==> config.mk <==
export PLATFORM = sky130hd
export DESIGN_NAME = fir_sample_line
export DESIGN_NICKNAME = d
export VERILOG_FILES = /design/src/rtl/fir_sample_line.sv
export SDC_FILE = /design/constraint.sdc
export NUM_CORES = 2
export LEC_CHECK = 0
export BUFFER_PORTS_ARGS = -buffer_cell sky130_fd_sc_hd__clkbuf_2
export CAP_MARGIN = 30
export CORE_MARGIN = 1
export CORE_UTILIZATION = 58
export DETAILED_ROUTE_END_ITERATION = 16
export PLACE_DENSITY_LB_ADDON = 0.15
export SKIP_CTS_REPAIR_TIMING = 1
export SYNTH_ARGS = -nofsm -noshare
export SYNTH_HDL_FRONTEND = slang
export SYNTH_SLANG_ARGS = --single-unit
==> constraint.sdc <==
create_clock -name clk -period 4.3 [get_ports clk]
set_input_delay 0.215 -clock clk [delete_from_list [all_inputs] [get_ports clk]]
set_output_delay 0.215 -clock clk [all_outputs]
set_load 0.02 [all_outputs]
==> src/rtl/fir_sample_line.sv <==
// Multi-channel circular sample history for the FIR MAC sequencer.
// Valid/ready sample ingress, 1-cycle registered tap reads, flush FSM to zero history.
module fir_sample_line #(
    parameter int DATA_W   = 16,
    parameter int TAPS     = 64,
    parameter int CHANNELS = 2,
    parameter int ADDR_W   = $clog2(TAPS),
    parameter int CH_W     = ($clog2(CHANNELS) > 0 ? $clog2(CHANNELS) : 1)
) (
    input  logic              clk,
    input  logic              reset,
    input  logic              in_valid,
    output logic              in_ready,
    input  logic [CH_W-1:0]   in_ch,
    input  logic [DATA_W-1:0] data_in,
    input  logic              flush_req,
    input  logic              rd_en,
    input  logic [CH_W-1:0]   rd_ch,
    input  logic [ADDR_W-1:0] rd_addr,
    output logic [DATA_W-1:0] rd_data,
    output logic              rd_valid,
    output logic [CHANNELS-1:0] primed,
    output logic              ch_err
);

    typedef enum logic {FLUSH, RUN} state_t;

    localparam logic [ADDR_W:0]   FULL = (ADDR_W+1)'(TAPS);
    localparam logic [ADDR_W-1:0] LAST = ADDR_W'(TAPS-1);

    state_t state, state_next;
    logic [ADDR_W-1:0] fc;
    logic [ADDR_W-1:0] wp      [CHANNELS];
    logic [ADDR_W:0]   fill    [CHANNELS];
    logic [ADDR_W:0]   fill_nx [CHANNELS];
    logic [DATA_W-1:0] mem     [CHANNELS][TAPS];

    logic              in_ch_ok;
    logic              rd_ch_ok;
    logic              wr_ok;
    logic              flush_start;
    logic [ADDR_W-1:0] wr_addr;
    logic [ADDR_W-1:0] rd_phys;

    assign in_ready    = (state == RUN);
    assign in_ch_ok    = int'(in_ch) < CHANNELS;
    assign rd_ch_ok    = int'(rd_ch) < CHANNELS;
    assign wr_ok       = in_valid && in_ready && in_ch_ok;
    assign flush_start = (state == RUN) && flush_req;
    // Pointers are only looked up for in-range channels.
    assign wr_addr     = in_ch_ok ? wp[in_ch] - 1'b1 : '0;
    assign rd_phys     = rd_ch_ok ? wp[rd_ch] + rd_addr : '0;

    always_comb begin
        state_next = state;
        case (state)
            FLUSH:   if (fc == LAST) state_next = RUN;
            RUN:     if (flush_req)  state_next = FLUSH;
            default: state_next = FLUSH;
        endcase
    end

    always_ff @(posedge clk) begin
        if (reset) begin
            state <= FLUSH;
            fc    <= '0;
        end else begin
            state <= state_next;
            // fc rests at zero in RUN so every flush starts from word 0.
            fc    <= (state == FLUSH) ? fc + 1'b1 : '0;
        end
    end

    // Flush entry clears the fill count even if a sample lands in the same cycle.
    always_comb begin
        for (int c = 0; c < CHANNELS; c++) begin
            fill_nx[c] = fill[c];
            if (flush_start)
                fill_nx[c] = '0;
            else if (wr_ok && int'(in_ch) == c && fill[c] != FULL)
                fill_nx[c] = fill[c] + 1'b1;
        end
    end

    always_ff @(posedge clk) begin
        if (reset) begin
            for (int c = 0; c < CHANNELS; c++) begin
                wp[c]   <= '0;
                fill[c] <= '0;
            end
            primed <= '0;
            ch_err <= 1'b0;
        end else begin
            for (int c = 0; c < CHANNELS; c++) begin
                if (wr_ok && int'(in_ch) == c)
                    wp[c] <= wr_addr;
                fill[c]   <= fill_nx[c];
                primed[c] <= (fill_nx[c] == FULL);
            end
            ch_err <= in_valid && in_ready && !in_ch_ok;
        end
    end

    always_ff @(posedge clk) begin
        if (!reset) begin
            if (state == FLUSH) begin
                for (int c = 0; c < CHANNELS; c++)
                    mem[c][fc] <= '0;
            end else if (wr_ok) begin
                mem[in_ch][wr_addr] <= data_in;
            end
        end
    end

    // Reads sample the old pointer and old contents, so a same-cycle write is not visible.
    always_ff @(posedge clk) begin
        if (reset) begin
            rd_data  <= '0;
            rd_valid <= 1'b0;
        end else if (state == RUN && rd_en) begin
            rd_valid <= 1'b1;
            rd_data  <= rd_ch_ok ? mem[rd_ch][rd_phys] : '0;
        end else begin
            rd_valid <= 1'b0;
        end
    end

endmodule

Yosys cells after proc, flatten, opt, wreduce, memory -nomap -nowiden
Memory sizes are Yosys's and may differ from the RTL's.
Index checks and enable logic that the tools add are counted.
- add/subtract/negate cells: 5
- multiply operators: 0
- div/mod/pow operators: 0
- order comparisons: 5
- equality and inequality tests: 5
- shifts and indexed selects: 0
- mux-type cells: 38
- bitwise logic cells: 9
- reductions and logical operators: 11
- operator list (kind ; number):
    $mux 1024 ; 4
    $reduce_or 1024->1 ; 1
    $demux 16 s6 ; 2
    $bmux 16 s6 ; 1
    $mux 16 ; 4
    $mux 7 ; 6
    $ge 7x7->1 const B ; 3
    $not 6->7 ; 3
    $mux 1 ; 18
    $add 7x1->7 const B ; 2
    $eq 7x7->1 const B ; 2
    $lt 7x1->1 const B ; 2
    $ne 7x7->1 const B ; 2
    $mux 6 ; 2
    $logic_and 1x1->1 ; 9
    $add 6x1->6 const B ; 1
    $add 6x6->6 ; 1
    $eq 6x6->1 const B ; 1
    $sub 6x1->6 const B ; 1
    $or 1x1->1 ; 4
    $not 1->1 ; 2
    $pmux 1 s2 ; 1
    $reduce_or 2->1 ; 1
- flip-flop bits (word level): 26
- latch bits: 0
- bits in writable memories: 2074
- ROM bits: 0
- bits of input ports: 29
- output and inout bits: 21
- word-level logic and storage cells: 81
- memories: 3
- memories (memory ; words ; width ; rd ports ; clocked after memory_dff ; wr ports ; RTL line ; text):
    mem ; 2 ; 1024 ; 1 ; 0 ; 2 ; 36 ; logic [DATA_W-1:0] mem [CHANNELS][TAPS];
    fill ; 2 ; 7 ; 2 ; 0 ; 2 ; 34 ; logic [ADDR_W:0] fill [CHANNELS];
    wp ; 2 ; 6 ; 2 ; 0 ; 2 ; 33 ; logic [ADDR_W-1:0] wp [CHANNELS];

Logic depth before layout (Yosys ltp)
An unclocked memory read counts as a cell.
- depth in word-level cells: 10
- depth in mapped cells: 22
- gate-level depth less buffers: 11

Worst setup path after synthesis
OpenSTA, ideal clock, no wires.
- path type: input to register
- start point: in rd_ch
- end point: reg rd_data[4]
- setup time: 124 ps
- data arrival time: 4263 ps
- data required time: 4176 ps
- path slack: -88 ps
- stages: 19
- path buffers: 11
- cell sequence: buf_6 buf_6 buf_6 buf_6 buf_4 buf_4 buf_4 mux2_2 ha_1 inv_1 fa_1 buf_4 buf_2 clkbuf_1 buf_1 mux4_2 mux2i_1 nor3_1 a2111o_1
- cells in the longest elaborated chain, start to end: 6
- elaborated cells on any way between the ends: 7
- classes of those cells: add/sub (1); mux (3); bitwise (1); memory (2)
- RTL lines (what ; RTL line ; text):
    start, declared ; 18 ; input logic [CH_W-1:0] rd_ch,
    $mem_v2 2x6 ; -- ;
    $add 6x6->6 ; 52 ; assign rd_phys = rd_ch_ok ? wp[rd_ch] + rd_addr : '0;
    $not 6->7 (implied by the code) ; 122 ; rd_data <= rd_ch_ok ? mem[rd_ch][rd_phys] : '0;
    $bmux 16 s6 (*) ; 122 ;
    $mux 16 (implied by the code) (*) (2 in series) ; 122 ;
    end signal, assigned ; 122 ;
    end, declared ; 20 ; output logic [DATA_W-1:0] rd_data,
Every way passes the cells marked *; elsewhere a longest branch is shown, timed or not. The select of a mux whose other input is x is not followed.
A chain may end at the register's enable or synchronous reset.

==> flow_metrics.tcl <==
set metrics [dict create \
    run_status "finished, violations left" \
    violations "setup timing" \
    critPathKind "flop to flop" \
    ir_worst_vdd_uv 461 \
    leakage_nw 41.3 \
    finalSetupViolCount 2 \
    tns_ps -92.6 \
    synth.distinct_cells 82 \
    routedWlPerCell_um 32.6 \
    reg2reg_to "rd_data[5]$_SDFFE_PP0P_" \
    cp_max_fo 21 \
    skew_ps 47.0 \
    r2r-start "wp[0][0]$_DFFE_PP_" \
    start_util_pct 58.3 \
    crit_path_start_kind "flop" \
    hold_depth 2 \
    syn2layout_area_growth_pct 12.5 \
    synth_xor_area_share_pct 0.367 \
    drive_above_1_share_pct 24.7 \
    die_y_um 412 \
    rsz0062_at_grt "no" \
    holdPathEnd "mem[0][348]$_SDFFCE_PN0P_" \
    rrSetupSlack_ps -70 \
    dieArea_um2 170000 \
    cts_sinks 2100 \
    drv_cap 0 \
    hpwl_mm 181 \
    syn_inst 6261 \
    rows 150 \
    hp-class "primary input to flop" \
    ys.flop_type "edfxtp_1" \
    root_buffer "clkbuf_16" \
    synthesis.nets 6302 \
    finalMaxSlewViolations 0 \
    grt_pass1_vias 54500 \
    synthAdderAreaFrac_pct 0.162 \
    cp.arrival_ps 5160 \
    yosysTopAreaCell "edfxtp_1" \
    placed_area_um2 102000 \
    ys_seq_area_share_pct 64.3 \
    finalCritPeriodShare_pct 102 \
    synth_edf_count 2060 \
    synth_top_area_share_pct 63.5 \
    grt_pass1_wl_mm 406 \
    clk_latency_ps 880 \
    setup_ws_ps -69.5 \
    core_region_area_um2 167000 \
    path_clk_slew_ps 60 \
    routed_wl_mm 285 \
    required_ps 5090 \
    cts_made_buffers 215 \
    avgViaCountPerCell 6.51 \
    pin_count 50 \
    dp.cells 8330 \
    ys_warn_count 0 \
    relSlewSlack_pct 21.4 \
    final_cells 8760 \
    synth_top_family_by_area "simple AND/OR/NAND/NOR gates" \
    num_vias 57000 \
    track_usage_pct 33.9 \
    antenna_found_initial 20 \
    hold_violations 0 \
    drt_iter0_markers 8699 \
    final_antenna_net_count 0 \
    synthSimpleGateAreaFrac_pct 15.5 \
    place_congestion 0.983 \
    hold_ws_ps 4.16 \
    cts.path.max_buffers 3 \
    cp-startpoint "wp[0][0]$_DFFE_PP_" \
    fin_area_um2 110000 \
    port_buffers 48 \
    synthTopCellsByCount "2060 x edfxtp_1, 2058 x and2_1, 563 x mux4_2" \
    grt-ovfl-total 0 \
    powerDensity_nw_per_um2 405 \
    synth.avg_cell_area_um2 15.6 \
    dr.pass1.iters 7 \
    yosysMostFrequentCell "edfxtp_1" \
    synth-compound-area-share_pct 2.28 \
    tightestPinTransition_ps 1150 \
    hp-start "data_in[12]" \
    die-width_um 412 \
    synth.area.top_cells "edfxtp_1 64%, and2_1 13%, mux4_2 13%" \
    fmax_ghz 0.229 \
    synthMuxAreaShare_pct 14.3 \
    finalNetCount 6405 \
    min_period_ps 4370 \
    cts.htree.levels 4 \
    syn_area_um2 97400 \
    async_flop_share_pct 0 \
    drc 0 \
    grt_max_degree 98 \
    cts_tree "built" \
    reg2reg_depth 13 \
    end_kind "flop" \
    ys_ff_latch 2100 \
]
## how the worst max path moves through the flow
stage | slack, ps | to | depth (start not counted)
final | -70 | rd_data[5]$_SDFFE_PP0P_ | 13
after global routing | 2 | rd_data[11]$_SDFFE_PP0P_ | 11
after CTS | -150 | rd_data[5]$_SDFFE_PP0P_ | 11
after detailed placement | -160 | rd_data[5]$_SDFFE_PP0P_ | 12
after global placement | -170 | rd_data[5]$_SDFFE_PP0P_ | 12
after floorplan | 0.2 | rd_data[4]$_SDFFE_PP0P_ | 19
## placed cells by master, fill, tap and decap left out, types with 18 or more instances in the layout
master and count:
clkbuf_16 218, nand2_1 102, nor2b_1 21, nand3_1 25, mux2i_1 102, mux4_2 563, clkinv_2 38, o21ai_0 18
nor2_1 110, edfxtp_1 2060, o22ai_1 18, a211oi_1 50, a21oi_1 28, clkbuf_1 48, and2_1 2058, clkbuf_2 31
buf_12 38, buf_4 396, dfxtp_1 40, nor3_1 22, nor2_2 66, o22ai_2 125, clkinv_1 50, bufinv_16 18
## flip-flops by register name, indices dropped and copies added, names as in the netlist
register and count:
fc 6, primed 2, mem 2048, rd_data 16, in_ready 1, fill 14
wp 12, rd_valid 1
## through the flow
step	setup slack [ps]	utilization, %	total power [mW]
after global placement	-167	61.0	26.0
after CTS	-151	65.4	44.4
final	-69.5	65.6	44.4
after floorplan	0.207	-	24.6
after detailed placement	-161	61.2	26.0
after global routing	2.50	65.6	45.3
## power by group
group          switching (mW)  leakage (nW)  internal (mW)  total (mW)
Sequential             0.0198          23.3           22.2        22.2
Clock                    8.04          3.43           10.6        18.7
Combinational            2.27          14.5           1.21        3.48
Total                    10.3          41.3           34.0        44.4
## metal layers
metal  GRT usage [%]  routed length (um)
met1            49.8              110000
met2            50.5              130000
met3            7.91               34700
met4            11.1               10300
met5               0                  68
## critical path, cell delays in order (launching register included)
cell and delay, ps:
edfxtp_1 420, mux2_2 240, ha_4 140, inv_1 50, fa_4 1040, buf_4 240
buf_12 200, mux4_2 200, nor2b_1 130, a211oi_1 80, a2111oi_0 1010, o41ai_1 190
buf_4 180, o21ai_0 150
## cell type report
cell class              count  area, um^2
clock inverters           126        1190
diodes                      3        7.51
multi-input cells        3539       32600
well taps                2204        2760
fillers                 11500       57500
flip-flops and latches   2100       62700
repair buffers            497        4440
inverters                  11        41.3
clock buffers             280        5830
## cell families after synthesis
group                      after synthesis
AOI/OAI and AO/OA                      322
xor gates and xnor gates                31
adders and majority gates               12
buffers and inverters                  622
DFF                                   2100
muxes                                  685
other                                    1
and+or+nand+nor                       2488
No activity file was read; power rests on OpenSTA's default activity.
